$ cat config.mk
export PLATFORM = sky130hd
export DESIGN_NAME = dn_port_arbiter
export DESIGN_NICKNAME = d
export VERILOG_FILES = /design/src/rtl/dn_port_arbiter.sv
export SDC_FILE = /design/constraint.sdc
export NUM_CORES = 1
export LEC_CHECK = 0
export ABC_AREA = 1
export CAP_MARGIN = 5
export CORE_UTILIZATION = 30
export DETAILED_ROUTE_END_ITERATION = 16
export DONT_BUFFER_PORTS = 1
export MAX_ROUTING_LAYER = met4
export PLACE_DENSITY = 0.43
export SLEW_MARGIN = 5
export SYNTH_ARGS = -nofsm -noshare
export SYNTH_HDL_FRONTEND = slang
export SYNTH_SLANG_ARGS = --single-unit
$ cat constraint.sdc
create_clock -name clk_sys -period 2.95 [get_ports clk_sys]
set_input_delay 0.59 -clock clk_sys [delete_from_list [all_inputs] [get_ports clk_sys]]
set_output_delay 0.59 -clock clk_sys [all_outputs]
set_load 0.03 [all_outputs]
$ cat src/rtl/dn_port_arbiter.sv
// rtl/dn_port_arbiter.sv - boot ROM copy sequencer and host download arbiter for the core write port
// Optional feature macro: PALETTE_LOAD_EN (host index-3 bytes shift into the palette register)
module dn_port_arbiter #(
    parameter int            BOOT_LEN  = 276,
    parameter logic [15:0]   EXEC_ADDR = 16'h0000,
    parameter logic [127:0]  PAL_RESET = 128'h00000032cd320000ff00ffff00000000
) (
    input  logic          clk_sys,
    input  logic          reset,
    input  logic          start,
    output logic [15:0]   rom_addr,
    input  logic [7:0]    rom_data,
    input  logic          ioctl_download,
    input  logic [7:0]    ioctl_index,
    input  logic          ioctl_wr,
    input  logic [15:0]   ioctl_addr,
    input  logic [7:0]    ioctl_data,
    input  logic          dn_wait,
    output logic          dn_go,
    output logic          dn_wr,
    output logic [15:0]   dn_addr,
    output logic [7:0]    dn_data,
    output logic          execute_enable,
    output logic [15:0]   execute_addr,
    output logic [127:0]  palette,
    output logic          busy,
    output logic          overrun
);

    typedef enum logic [2:0] {IDLE, FETCH, LATCH, WRITE, HOST, EXEC} state_t;

    localparam logic [15:0] LAST = 16'(BOOT_LEN - 1);

    state_t       state;
    logic [15:0]  cnt;
    logic         copy_active;
    logic         hold_v;
    logic [15:0]  hold_addr;
    logic [7:0]   hold_data;
    logic         host_strobe;
    logic         host_done;

    assign host_strobe    = ioctl_wr && ioctl_download && (ioctl_index == 8'd0);
    assign host_done      = (state == HOST) && !dn_wait;
    assign dn_wr          = ((state == WRITE) || (state == HOST)) && !dn_wait;
    assign rom_addr       = cnt;
    assign execute_enable = (state == EXEC);
    assign execute_addr   = EXEC_ADDR;
    assign busy           = (state != IDLE) || hold_v;
    assign dn_go          = copy_active || (ioctl_download && (ioctl_index == 8'd0));

    // Host capture: a single-entry hold buffer; a byte arriving while it is full is lost.
    always_ff @(posedge clk_sys or posedge reset) begin
        if (reset) begin
            hold_v    <= 1'b0;
            hold_addr <= 16'd0;
            hold_data <= 8'd0;
            overrun   <= 1'b0;
        end else begin
            if (host_strobe) begin
                if (hold_v) begin
                    overrun <= 1'b1;
                end else begin
                    hold_v    <= 1'b1;
                    hold_addr <= ioctl_addr;
                    hold_data <= ioctl_data;
                end
            end
            if (host_done) begin
                hold_v <= 1'b0;
            end
        end
    end

    always_ff @(posedge clk_sys or posedge reset) begin
        if (reset) begin
            state       <= IDLE;
            cnt         <= 16'd0;
            copy_active <= 1'b0;
            dn_addr     <= 16'd0;
            dn_data     <= 8'd0;
        end else if (start) begin
            cnt         <= 16'd0;
            copy_active <= 1'b1;
            if (hold_v && !host_done) begin
                state   <= HOST;
                dn_addr <= hold_addr;
                dn_data <= hold_data;
            end else begin
                state <= FETCH;
            end
        end else begin
            case (state)
                IDLE: begin
                    if (hold_v) begin
                        state   <= HOST;
                        dn_addr <= hold_addr;
                        dn_data <= hold_data;
                    end
                end
                FETCH: state <= LATCH;
                LATCH: begin
                    // ROM data for cnt is valid this cycle (one-cycle read latency)
                    dn_addr <= cnt;
                    dn_data <= rom_data;
                    state   <= WRITE;
                end
                WRITE: begin
                    if (!dn_wait) begin
                        if (cnt == LAST) begin
                            state <= EXEC;
                        end else begin
                            cnt <= cnt + 16'd1;
                            if (hold_v) begin
                                state   <= HOST;
                                dn_addr <= hold_addr;
                                dn_data <= hold_data;
                            end else begin
                                state <= FETCH;
                            end
                        end
                    end
                end
                HOST: begin
                    if (!dn_wait) begin
                        state <= copy_active ? FETCH : IDLE;
                    end
                end
                EXEC: begin
                    copy_active <= 1'b0;
                    state       <= IDLE;
                end
                default: state <= IDLE;
            endcase
        end
    end

`ifdef PALETTE_LOAD_EN
    logic          pal_strobe;
    logic [127:0]  palette_q;

    assign pal_strobe = ioctl_wr && ioctl_download && (ioctl_index == 8'd3);
    assign palette    = palette_q;

    always_ff @(posedge clk_sys or posedge reset) begin
        if (reset) begin
            palette_q <= PAL_RESET;
        end else if (pal_strobe) begin
            palette_q <= {palette_q[119:0], ioctl_data};
        end
    end
`else
    assign palette = PAL_RESET;
`endif

endmodule

==> results.yml <==
critical_path:
  cpPeakStageDelay_ns: 0.57
  crit_path_cell_trace: "inv_1, nand3_2, a21oi_1"
  crit_buf_inv: 1
  cp_top_family: "compound AO/OA/AOI/OAI gates"
  worstPathRequired_ns: 2.36
  cp-end-kind: "output pin"
  cp_slowest_cell: "a21oi_1"
  timing.rr.start: "rom_addr[1]$_DFFE_PP0P_"
  regToRegSetupSlack_ns: 0.83
  cp.arrival_ns: 1.64
  crit_type: "flip-flop to output pin"
  r2r-end: "rom_addr[2]$_DFFE_PP0P_"
  worstPathMaxFanout: 4
  crit_path_start_kind: "flip-flop"
  reg2reg_depth: 8
job:
  max_cap_viol_count: 0
clock_tree:
  clockRootBuffer: "clkbuf_16"
  clkLatencyLatePin_ns: 0.34
  cts_tree: "done"
  cts_max_level: 3
  clock-sinks: 70
  path_clk_slew_ns: 0.06
  cts.repair.resized: 0
  cts_max_path_buffers: 2
  postCtsSetupRepairBufs: 0
  cts_buffers: 9
  postCtsHoldBufs: 0
logic_synthesis:
  synth_cell_types: 40
  yosys.area.top_type: "dfrtp_1"
  netlist_instances: 611
  synth_area_leaders: "dfrtp_1 35%, buf_4 22%, nand2_1 7.6%"
  ys_seq_area_share_pct: 34.6
  syn_avg_cell_area_um2: 8.29
  synth_top_cell_area_share_pct: 34.6
  synth_seq_cells: 70
  yosysWarnings: 0
  netlist_area_um2: 5060
drt:
  totalWireLength_mm: 11.5
  postRouteAntennaNets: 0
  wl_per_cell_um: 13.8
  vias_per_cell: 4.11
  drt_iter0_drc: 121
  drtPass1Iterations: 4
  via_count: 3412
  post-route-drc-count: 0
placed_design:
  post-dp-hpwl_mm: 8.63
  port_buffers: 0
  routabilityCongestion: 0.846
  placed_cells: 815
  dp_slack_ns: 0.839
timing:
  final_hold_viol_count: 0
  finalSetupViolCount: 0
  fmax_mhz: 449
  setup_ws_ns: 0.725
  drv_slew: 0
  rsz0062_at_grt: "no"
  hold_slack_ns: 0.192
  min_period_ns: 2.23
  clock_skew_ns: 0.00773
  layout_worst_path_cycle_share_pct: 75.4
  fin_tns_setup_ns: 0
  slew-limit-headroom_pct: 53.3
  worstMarginPinSlew_ns: 0.698
final_layout:
  fin_cells: 831
  area_growth_syn_to_layout_pct: -1.33
  final_nets: 653
  multi_input_area_um2: 2390
  antenna_cells: 0
  ff_latch_area_um2: 1750
  layout-drive-gt1-share_pct: 15.2
  fill_cells: 1798
die:
  core_um2: 16500
  die-width_um: 132
  pin_count: 235
  rows: 47
  initial_core_util_pct: 30.6
  design.die.area_um2: 17400
  die_h_um: 132
global_routing:
  antenna_found_initial: 0
  grt_pass1_wl_mm: 17.3
  use_met2_pct: 21.2
  grt.overflow.total: 0
  grt_pass1_vias: 3053
  grtUsageMet1_pct: 16.7
  grt_usage_pct: 13.6
  grt_use_met3_pct: 3.15
  top_usage_layer: "met2"
  grt_max_degree: 49
run_status:
  status: "complete, no violations"
hold_path:
  hold_path.class: "input port to async pin"
power:
  cellPowerDensity_nw_per_um2: 656
  ir_worst_vdd_mv: 0.268
  p_leak_nw: 2.54
-- metal layers --
metal,routed length (um),up-vias,part of all wire [%]
met5,0,-,0
li1,-,1643,-
met4,223,0,1.9
met1,4910,1584,43
met3,813,15,7.1
met2,5530,170,48
-- where the power goes --
part | total [mW] | switching, mW | leakage, nW | internal (mW)
clock network | 1.16 | 0.421 | 0.152 | 0.738
registers | 1.24 | 0.201 | 0.963 | 1.04
logic | 0.873 | 0.695 | 1.43 | 0.178
-- through the flow --
step	area (um2)	total power, mW	utilization (%)
5_1_grt	5000	3.45	30.2
3_5_place_dp	4680	2.14	28.3
6_report	5000	3.28	30.2
2_1_floorplan	5600	2.19	-
3_3_place_gp	4680	2.13	28.3
4_1_cts	5000	3.33	30.2
-- kinds of logic after synthesis --
kind of cell	Yosys count	synth area share (%)
other cells	2	0.148
xor+xnor	7	1.21
fa+ha+maj	1	0.247
flops	70	34.6
mux	9	2.00
buf+inv	219	28.8
compound gates	69	7.76
simple gates	234	25.3
-- worst max path at each step --
| stage | from | end | slack [ns] | depth (start not counted) |
|---|---|---|---|---|
| 6_report | state[1]$_DFFE_PP0P_ | dn_wr | 0.72 | 3 |
| 3_5_place_dp | rom_addr[1]$_DFFE_PP0P_ | rom_addr[2]$_DFFE_PP0P_ | 0.84 | 8 |
| 2_1_floorplan | reset | copy_active$_DFFE_PP0P_ | 0.59 | 1 |
| 3_3_place_gp | rom_addr[1]$_DFFE_PP0P_ | rom_addr[12]$_DFFE_PP0P_ | 0.88 | 7 |
| 5_1_grt | rom_addr[1]$_DFFE_PP0P_ | rom_addr[2]$_DFFE_PP0P_ | 0.58 | 8 |
| 4_1_cts | state[1]$_DFFE_PP0P_ | dn_wr | 0.69 | 3 |
-- state kept, by name (all words and copies together), names as in the netlist, 3 cells and up --
name and flops:
dn_addr 16, dn_data 8, hold_addr 16, hold_data 8, rom_addr 16, state 3
-- synthesized netlist by cell type --
library cell and number:
nor2_2 3, nand2_4 20, a21boi_0 1, nor2_1 18, buf_6 5, conb_1 2
dfrtp_1 70, mux2_1 5, nand3_1 46, o21ai_2 2, nand2_2 21, nor2_4 1
o21ai_1 31, buf_4 149, mux2_2 4, inv_4 1, ha_1 1, a21oi_1 4
o21bai_1 1, nor3_1 7, nand4_4 1, nor2_8 1, nand3_2 4, a21oi_4 1
clkbuf_1 5, buf_2 3, nand2_8 1, nand4_1 5, o211ai_4 1, inv_1 46
o21ai_0 25, or2_1 1, nor4_4 1, inv_2 8, nor3_2 1, nor2b_1 1
o31ai_1 3, nand2_1 102, xor2_1 7, buf_12 2
-- cell type report --
type	instances	area share (%)
Clock inverter	6	1.73
Inverter	55	4.18
Multi-Input combinational cell	464	47.8
Sequential cell	70	35.1
Clock buffer	10	4.58
Tap cell	220	5.51
Timing Repair Buffer	6	1.15
-- worst register-to-register path, stage by stage (launching register included) --
cell,delay [ns]
dfrtp_1,0.59
ha_1,0.29
nand3_1,0.11
nor2_2,0.21
nand3_1,0.10
nand2_1,0.35
inv_2,0.16
nand3_1,0.10
o21ai_0,0.09
-- cell usage in the layout (no fill, tap or decap), drive strengths merged --
| cell | count |
|---|---|
| nand4 | 6 |
| clkbuf | 10 |
| ha | 1 |
| clkinv | 3 |
| bufinv | 2 |
| o21ai | 58 |
| nor2 | 23 |
| o211ai | 1 |
| xor2 | 7 |
| inv | 55 |
| mux2 | 9 |
| dfrtp | 70 |
| buf | 6 |
| o21bai | 1 |
| nor3 | 8 |
| o31ai | 3 |
| a21oi | 5 |
| nor4 | 1 |
| nor2b | 1 |
| conb | 144 |
| nand2 | 144 |
| a21boi | 1 |
| nand3 | 50 |
| or2 | 1 |
| clkinvlp | 1 |
Note: power is estimated with default switching activity, not from simulation.
